===== config.mk =====
export PLATFORM = sky130hd
export DESIGN_NAME = fetch_unit
export DESIGN_NICKNAME = d
export VERILOG_FILES = /design/src/rtl/riscv_pkg.sv /design/src/rtl/fetch_unit.sv
export SDC_FILE = /design/constraint.sdc
export NUM_CORES = 1
export LEC_CHECK = 0
export ABC_AREA = 1
export BUFFER_PORTS_ARGS = -buffer_cell sky130_fd_sc_hd__buf_2
export CAP_MARGIN = 20
export CELL_PAD_IN_SITES_DETAIL_PLACEMENT = 0
export CELL_PAD_IN_SITES_GLOBAL_PLACEMENT = 2
export CORE_ASPECT_RATIO = 2
export CORE_UTILIZATION = 29
export CTS_CLUSTER_DIAMETER = 200
export DETAILED_ROUTE_END_ITERATION = 6
export PLACE_DENSITY_LB_ADDON = 0.1
export SKIP_LAST_GASP = 1
export SYNTH_ARGS = -nofsm -noshare
export SYNTH_HDL_FRONTEND = slang
export SYNTH_SLANG_ARGS = --single-unit

===== constraint.sdc =====
create_clock -name clk -period 2.8 [get_ports clk]
set_input_delay 0.28 -clock clk [delete_from_list [all_inputs] [get_ports clk]]
set_output_delay 0.28 -clock clk [all_outputs]
set_load 0.1 [all_outputs]

===== src/rtl/riscv_pkg.sv =====
// Shared fetch-path definitions: instruction width, PC step, reset NOP and FSM states.
package riscv_pkg;

    localparam int unsigned XLEN = 32;
    localparam logic [XLEN-1:0] PC_INC = 32'd4;
    localparam logic [XLEN-1:0] NOP_INSTR = 32'h0000_0013;

    typedef enum logic [1:0] {
        StReq,
        StCapt,
        StValid,
        StHalt
    } fetch_state_e;

endpackage


===== src/rtl/fetch_unit.sv =====
// Instruction fetch unit. It presents the PC to a one-cycle-latency instruction memory,
// captures the word, and holds it until the consumer takes it. Redirects reload the PC.
// A misaligned redirect target halts fetch until reset.
module fetch_unit
    import riscv_pkg::*;
#(
    parameter logic [31:0] RESET_PC = 32'h0000_0000
) (
    input  logic              clk,
    input  logic              reset,
    output logic [XLEN-1:0]   imem_address,
    input  logic [XLEN-1:0]   imem_data_out,
    output logic              instr_valid,
    input  logic              instr_ready,
    output logic [XLEN-1:0]   instr,
    output logic [XLEN-1:0]   instr_pc,
    output logic [XLEN-1:0]   instr_pc_plus4,
    input  logic              redirect_valid,
    input  logic [XLEN-1:0]   redirect_target,
    output logic              misaligned_fault,
    output logic [XLEN-1:0]   fetch_count
);

    fetch_state_e    state_q, state_d;
    logic [XLEN-1:0] pc_q, pc_d;
    logic [XLEN-1:0] instr_q, instr_d;
    logic [XLEN-1:0] instr_pc_q, instr_pc_d;
    logic [XLEN-1:0] count_q, count_d;
    logic            fault_q, fault_d;

    logic redir_go;
    logic redir_bad;
    logic xfer;

    // HALT ignores both redirects and the consumer handshake.
    assign redir_go  = (state_q != StHalt) && redirect_valid;
    assign redir_bad = redir_go && (redirect_target[1:0] != 2'b00);
    assign xfer      = (state_q == StValid) && instr_ready;

    // FSM state register with synchronous reset.
    always_ff @(posedge clk) begin
        if (reset) begin
            state_q <= StReq;
        end else begin
            state_q <= state_d;
        end
    end

    // FSM next state; a redirect overrides the normal REQ -> CAPT -> VALID sequence.
    always_comb begin
        state_d = state_q;
        unique case (state_q)
            StReq:   state_d = StCapt;
            StCapt:  state_d = StValid;
            StValid: if (instr_ready) state_d = StReq;
            StHalt:  state_d = StHalt;
        endcase
        if (redir_go) begin
            state_d = redir_bad ? StHalt : StReq;
        end
    end

    // FSM outputs.
    always_comb begin
        instr_valid = (state_q == StValid);
    end

    // Datapath next values: PC step or redirect, capture in CAPT, count transfers.
    always_comb begin
        pc_d       = pc_q;
        instr_d    = instr_q;
        instr_pc_d = instr_pc_q;
        count_d    = count_q;
        fault_d    = fault_q | redir_bad;
        if (xfer) begin
            pc_d    = pc_q + PC_INC;
            count_d = count_q + 32'd1;
        end
        if (redir_go) begin
            pc_d = redirect_target;
        end
        // A redirect during CAPT drops the word coming back from memory.
        if ((state_q == StCapt) && !redir_go) begin
            instr_d    = imem_data_out;
            instr_pc_d = pc_q;
        end
    end

    // Datapath registers with synchronous reset.
    always_ff @(posedge clk) begin
        if (reset) begin
            pc_q       <= RESET_PC;
            instr_q    <= NOP_INSTR;
            instr_pc_q <= RESET_PC;
            count_q    <= '0;
            fault_q    <= 1'b0;
        end else begin
            pc_q       <= pc_d;
            instr_q    <= instr_d;
            instr_pc_q <= instr_pc_d;
            count_q    <= count_d;
            fault_q    <= fault_d;
        end
    end

    assign imem_address     = pc_q;
    assign instr            = instr_q;
    assign instr_pc         = instr_pc_q;
    assign instr_pc_plus4   = instr_pc_q + PC_INC;
    assign misaligned_fault = fault_q;
    assign fetch_count      = count_q;

endmodule


After elaboration in Yosys (flattened, before gate mapping) --
Index checks and enable logic that the tools add are counted.
Storage, ports and cells: register bits 131, input bits 68, output and inout port bits 162, word-level logic and storage cells 29
Cells by class: add/subtract/negate cells 3, equality and inequality tests 5, mux-type cells 6, bitwise logic cells 1, reduce and logical (&&, ||, !) cells 8
Operator list (count):
- adder 32 x 3 -> 32 bit (second input constant) | 2
- two-way mux 32 bit | 2
- adder 32 x 1 -> 32 bit (second input constant) | 1
- one-hot mux 2 bit (4 select lines) | 1
- two-way mux 2 bit | 3
- equality test 2 bit (second input constant) | 2
- logical AND 1 bit | 4
- nonzero test 2 bit | 2
- inequality test 3 x 1 -> 1 bit (second input constant) | 1
- equality test 2 x 1 -> 1 bit (second input constant) | 1
- zero test 2 bit | 1
- inequality test 2 bit (second input constant) | 1
- zero test 1 bit | 1
- bitwise OR 1 bit | 1

Longest topological paths before layout --
Gate-level depths: netlist (run 1).
word-level depth 5, mapped depth 12, depth with buffers taken out 12

Least setup slack after synthesis (run 1) --
Ideal clock, no wire load.
path type register to output, start register instr_pc_q[3], in the netlist instr_pc[3], end output port instr_pc_plus4[26], data arrival time 3527 ps, data required time 2520 ps, setup slack -1007 ps, cell stages (with the launch flop) 8, path buffers 0, cell sequence dfxtp_1 -> ha_1 -> nand3_1 -> inv_1 -> nand3_1 -> nor2_1 -> nand3_1 -> xnor2_1
Between the ends: word-level cells in the longest chain between the ends 1
Ends and longest elaborated chain:
- from (decl) | line fetch_unit.sv:27 | logic [XLEN-1:0] instr_pc_q, instr_pc_d;
- from (signal assigned) | line fetch_unit.sv:100 | instr_pc_q <= instr_pc_d;
- adder 32 x 3 -> 32 bit | line fetch_unit.sv:109 | assign instr_pc_plus4 = instr_pc_q + PC_INC;
- to (decl) | line fetch_unit.sv:17 | output logic [XLEN-1:0] instr_pc_plus4,
No other way between the ends.

Worst setup path in the final report (run 1) --
start register instr_pc_q[2], in the netlist instr_pc[2], end output port instr_pc_plus4[26]
Same word-level chain as after synthesis.

==> out/qor.yml, run 1 <==
outcome:
  outcome: "finished clean"
timing:
  fmax_ghz: 0.3778
  final_hold_viol_count: 0
  skew_ns: 0.005571
  worst_pin_slew_ns: 0.8329
  relSlewSlack: 0.4439
  fin_crit_sh: 0.9454
  final-setup-viol-count: 0
  drv_slew: 0
  min_period_ns: 2.647
  rsz0062_at_grt: "yes"
  timing.hold.ws_ns: 0.05856
critical_path:
  startpoint_type: "flop"
  cp-end-kind: "primary output"
  crit_type: "reg -> out"
  crit_fanout: 4
  worstPathRequired_ns: 2.52
  cp.arrival_ns: 2.37
clocking:
  cts_buffer_depth: 2
  clk_pin_slew_ns: 0.06
  clock_latency_ns: 0.43
  root_buffer: "clkbuf_16"
  cts_hold_buf: 0
  cts.sinks: 131
  cts_tree: "yes"
  cts_buffers: 17
  htree_levels: 4
power:
  p_switching_mw: 2.645
  internal_power_mw: 3.934
  p_sw_frac: 0.4021
  pwr_density_cell_nw_per_um2: 678.2
  leakage_nw: 4.365
  p_clk_frac: 0.382
  seqPwrFrac: 0.327
  pwr-share-comb: 0.291
  fin_total_pwr_mw: 6.579
  ir_drop_v: 0.0003864
final_layout:
  drive_above_1_share: 0.2713
  multi_input_area_sq_um: 4259
  antenna_cells: 0
  nets: 1401
  post-route-cell-area_sq_um: 9701
  seq_area_sq_um: 2648
  stdcell_count: 1670
  area_growth_pct: 34.62
  fillerInstances: 2737
logic_synthesis:
  ys_seq_area_frac: 0.3640
  synth_xor_area_frac: 0.03646
  synth_cell_types: 40
  yosysTopAreaCellShare: 0.3640
  synth_warnings: 0
  synth_commonest_cells: "nand2_1, nor2_1, dfxtp_1"
  synth-main-ff-cell: "dfxtp_1"
  synth_compound_area_frac: 0.1321
  yosys_register_bits: 131
  async_flop_share: 0
  synth_most_common_cell: "nand2_1"
  yosys.area.top_type: "dfxtp_1"
  yosys.area_share.adder: 0.01215
  synth_cells: 1107
  synth_top_family_by_area: "simple AND/OR/NAND/NOR gates"
  synthSimpleGateAreaFrac: 0.3695
  syn-cell-area_sq_um: 7206
  synth.area.mux_share: 0
  synth.area.top_cells: "dfxtp_1, nand2_1, nor2_1, o21ai_0, inv_1"
  synth_nets: 1182
  avgSynthCellArea_sq_um: 6.509
  synth_edf_count: 0
global_routing:
  globalRouteOverflowTotal: 0
  grt_pass1_vias: 7736
  antenna_found_initial: 0
  grt_max_degree: 89
  grt_usage: 0.2350
  grt_pass1_wl_microns: 43680
detailed_routing:
  vias_per_cell: 4.675
  drc: 0
  vias: 7807
  first_pass_iters: 4
  routed_wl_microns: 29470
  drt_iter0_markers: 360
  wl_per_cell_microns: 17.64
  drtAntennaViolNets: 0
hold_path:
  hold_class: "in -> reg"
floorplan:
  io_pins: 230
  initial_core_util: 0.2950
  die_y_microns: 224.9
  row_count: 81
  core-area_sq_um: 24420
  dieArea_sq_um: 25520
  die_x_microns: 113.5
placement:
  portBuffers: 229
  dpl.hpwl_microns: 23200
  placed_cell_area_sq_um: 9019
  dp.cells: 1639
  place_congestion: 0.8384
flow_run:
  maxCapViolCount: 0
-- power by group through the flow --
stage,clock network (mW),registers (mW),logic (mW)
finish,2.52,2.15,1.91
global route,2.65,2.17,2.00
floorplan,0,3.00,0.692
CTS,2.59,2.15,1.93
global placement,0,2.19,1.93
detailed placement,0,2.19,1.93
-- placed cells by master (no fill, tap or decap), drive strengths merged, types with 11 or more instances in the layout --
cell type,count
a21oi,67
buf,237
clkbuf,25
dfxtp,131
inv,115
nand2,288
nand3,68
nand4,13
nor2,199
nor3,15
o21ai,90
xnor2,11
xor2,19
-- timing repair --
item                                    in CTS  in global routing
gates resized for setup                      1                  8
endpoints found under the setup margin       2                  6
gates cloned                                 0                  0
setup buffers                                0                  0
-- stage by stage --
stage | setup slack (ns) | utilization | TNS, ns
4_1_cts | 0.01616 | 0.3962 | 0
2_1_floorplan | -0.1660 | - | -0.2331
3_5_place_dp | 0.3817 | 0.3692 | 0
3_3_place_gp | 0.3930 | 0.3692 | 0
6_report | 0.1530 | 0.3972 | 0
5_1_grt | -0.03415 | 0.3972 | -0.03415
-- area by class of cell --
| type | instances | area share |
|---|---|---|
| multi-input combinational | 819 | 0.4391 |
| sequential | 131 | 0.2729 |
| timing repair buffer | 243 | 0.1334 |
| clock buffer | 19 | 0.04669 |
| inverter | 114 | 0.04411 |
| tap | 332 | 0.04282 |
| clock inverter | 12 | 0.02102 |
-- routing by layer --
| metal | vias to the layer above | global-route usage | wire [microns] |
|---|---|---|---|
| li1 | 3971 | - | - |
| met1 | 3583 | 0.1954 | 9382 |
| met2 | 201 | 0.4984 | 17880 |
| met3 | 52 | 0.04142 | 984 |
| met4 | 0 | 0.1222 | 1222 |
| met5 | - | 0 | 0 |
-- state kept, by name, indices dropped and copies added, names as in the netlist --
signal	flops
misaligned_fault	1
imem_address	32
instr_pc	32
instr	32
state_q	2
fetch_count	32
-- kinds of logic after synthesis --
kind of cell,count (synthesis)
AOI/OAI and AO/OA,180
xor gates and xnor gates,30
adders and majority gates,7
buffers and inverters,157
DFF,131
and+or+nand+nor,602
-- worst paths after layout --
check,slack (ns),end,from,cells after the start
max reg2reg,0.62,imem_address[23],state_q[0],9
min,0.06,instr[0],imem_data_out[0],3
min reg2reg,0.45,instr[4],instr[4],2
max,0.15,instr_pc_plus4[26],instr_pc[2],8
-- worst max-delay path, cell delays in order (launching register included) --
cell	delay, ns
dfxtp_2	0.35
ha_1	0.19
nand3_1	0.15
inv_1	0.14
nand3_1	0.16
nor2_1	0.24
nand3_1	0.16
xnor2_2	0.18
clkbuf_4	0.36
No activity file was read; power rests on OpenSTA's default activity.
==> inputs of run 2 (changes only) <==
--- a/config.mk
+++ b/config.mk
@@ -11,6 +11,7 @@
 export CELL_PAD_IN_SITES_DETAIL_PLACEMENT = 0
 export CELL_PAD_IN_SITES_GLOBAL_PLACEMENT = 2
 export CORE_ASPECT_RATIO = 2
+export CORE_MARGIN = 2
 export CORE_UTILIZATION = 29
 export CTS_CLUSTER_DIAMETER = 200
 export DETAILED_ROUTE_END_ITERATION = 6
==> out/qor.yml, run 2 (same netlist as run 1, synthesis figures left out) <==
outcome:
  outcome: "finished clean"  # unchanged
detailed_routing:
  drc: 0  # unchanged
  drtAntennaViolNets: 0  # unchanged
  wl_per_cell_microns: 17.55  # was 17.64 microns
  routed_wl_microns: 29360  # was 29470 microns
  vias_per_cell: 4.690  # was 4.675
  vias: 7847  # was 7807
  drt_iter0_markers: 310  # was 360
  first_pass_iters: 5  # was 4
final_layout:
  fillerInstances: 2752  # was 2737
  antenna_cells: 0  # unchanged
  drive_above_1_share: 0.2722  # was 0.2713
  area_growth_pct: 33.72  # was 34.62%
  layout_commonest_cell: "nand2_1"  # unchanged
  nets: 1403  # was 1401
  most-common-layout-cells: "nand2_1, buf_2, nor2_1"  # unchanged
  stdcell_count: 1673  # was 1670
clocking:
  cts_tree: "yes"  # unchanged
  clk_pin_slew_ns: 0.06  # about the same
  clock_latency_ns: 0.44  # was 0.43 ns
  cts_hold_buf: 0  # unchanged
  htree_levels: 4  # unchanged
  cts_buffer_depth: 2  # unchanged
  cts_buffers: 17  # unchanged
  cts.sinks: 131  # unchanged
  root_buffer: "clkbuf_16"  # unchanged
critical_path:
  reg2reg_from: "state_q[0]"  # unchanged
  crit_fanout: 4  # unchanged
  regToRegSetupSlack_ns: 0.67  # was 0.62 ns
  cp.arrival_ns: 2.38  # was 2.37 ns
  startpoint_type: "flop"  # unchanged
  crit_type: "reg -> out"  # unchanged
  startpoint: "instr_pc[2]"  # unchanged
  worstPathRequired_ns: 2.52  # about the same
  r2r_cells: 8  # was 9
  cp-end-kind: "primary output"  # unchanged
  rr_endpoint: "instr_pc[17]"  # was imem_address[23]
  crit_path_end: "instr_pc_plus4[28]"  # was instr_pc_plus4[26]
power:
  p_sw_frac: 0.4286  # was 0.4021
  pwr-share-comb: 0.307  # was 0.291
  p_switching_mw: 2.675  # was 2.645 mW
  internal_power_mw: 3.566  # was 3.934 mW
  ir_drop_v: 0.0003645  # was 0.0003864 V
  p_clk_frac: 0.349  # was 0.382
  pwr_density_cell_nw_per_um2: 647.7  # was 678.2 nW/um^2
  fin_total_pwr_mw: 6.241  # was 6.579 mW
  seqPwrFrac: 0.344  # was 0.327
  leakage_nw: 4.343  # was 4.365 nW
global_routing:
  grt_pass1_wl_microns: 43340  # was 43680 microns
  grt_usage: 0.2263  # was 0.2350
  globalRouteOverflowTotal: 0  # unchanged
  grt_pass1_vias: 7847  # was 7736
  antenna_found_initial: 2  # was 0
  grt_max_degree: 89  # unchanged
floorplan:
  die_y_microns: 226.9  # was 224.9 microns
  core-area_sq_um: 24420  # unchanged
  row_count: 81  # unchanged
  io_pins: 230  # unchanged
  die_x_microns: 115.5  # was 113.5 microns
  initial_core_util: 0.2950  # unchanged
  dieArea_sq_um: 26200  # was 25520 sq um
placement:
  portBuffers: 229  # unchanged
  dpl.hpwl_microns: 23450  # was 23200 microns
  dp.cells: 1641  # was 1639
  place_congestion: 0.8733  # was 0.8384
timing:
  rsz0062_at_grt: "yes"  # unchanged
  skew_ns: 0.005222  # was 0.005571 ns
  final-setup-viol-count: 0  # unchanged
  final_hold_viol_count: 0  # unchanged
  final.setup.tns_ns: 0  # unchanged
  relSlewSlack: 0.4538  # was 0.4439
  worst_pin_slew_ns: 0.8181  # was 0.8329 ns
  min_period_ns: 2.660  # was 2.647 ns
  drv_slew: 0  # unchanged
  fmax_ghz: 0.3759  # was 0.3778 GHz
  fin_crit_sh: 0.9500  # was 0.9454
flow_run:
  maxCapViolCount: 0  # unchanged
hold_path:
  hold_class: "in -> reg"  # unchanged
-- run 2: changes by cell type in the layout (fill, tap and decap cells not counted), moves of 2 or more --
| cell | change |
|---|---|
| inv_6 | +3 |
| clkinv_2 | +2 |
| bufinv_16 | -4 |
| clkinv_4 | +2 |
| buf_4 | +3 |
-- run 2: power by group through the flow --
stage	clock, mW	sequential (mW)	combinational (mW)
3_3_place_gp	0	2.19	1.93
4_1_cts	2.24	2.15	1.93
5_1_grt	2.32	2.17	2.00
2_1_floorplan	0	3.00	0.692
3_5_place_dp	0	2.19	1.93
6_report	2.18	2.15	1.91
-- run 2: repair_timing --
action,in CTS,in global routing
gates resized for setup,2,7
setup buffers,0,0
setup endpoints to repair,2,7
-- run 2: how the worst min path moves through the flow --
| stage | cells after the start | slack [ns] | startpoint | end |
|---|---|---|---|---|
| 2_1_floorplan | 2 | 0.41 | imem_data_out[0] | instr[0] |
| 3_3_place_gp | 2 | 0.43 | instr[0] | instr[0] |
| 3_5_place_dp | 2 | 0.44 | instr[0] | instr[0] |
| 4_1_cts | 3 | 0.03 | imem_data_out[0] | instr[0] |
| 5_1_grt | 3 | 0.05 | imem_data_out[0] | instr[0] |
| 6_report | 3 | 0.05 | imem_data_out[0] | instr[0] |
-- run 2: critical path, cell delays in order, from the launching register on --
cell and delay, ns:
dfxtp_2 0.35, ha_1 0.20, nand3_1 0.14, inv_1 0.15, nand4_1 0.24, nor2_1 0.37
xor2_4 0.16, clkbuf_4 0.34
-- run 2: final cells by class --
class	instances	area [sq um]	share of cell area
Multi-Input combinational cell	819	4252	0.4412
Timing Repair Buffer	245	1324	0.1374
Clock buffer	18	439.2	0.04558
Tap cell	332	415.4	0.04311
Clock inverter	14	130.1	0.01350
Sequential cell	131	2648	0.2748
Inverter	114	427.9	0.04441
-- run 2: metrics by stage --
stage	hold slack (ns)	util	area, sq um	setup slack [ns]
after floorplan	0.4064	-	7515	-0.1660
after global placement	0.4329	0.3704	9046	0.3676
after detailed placement	0.4371	0.3704	9046	0.3438
after CTS	0.02952	0.3939	9620	0.003006
after global routing	0.05101	0.3945	9635	-0.03789
final	0.05421	0.3945	9635	0.1400
-- run 2: layer usage --
metal  track usage  part of all wire  up-vias
li1              -                 -     3976
met1        0.1885              0.31     3579
met2        0.4650              0.59      215
met3       0.04170             0.037       73
met4        0.1368             0.056        4
met5             0           0.00068        -
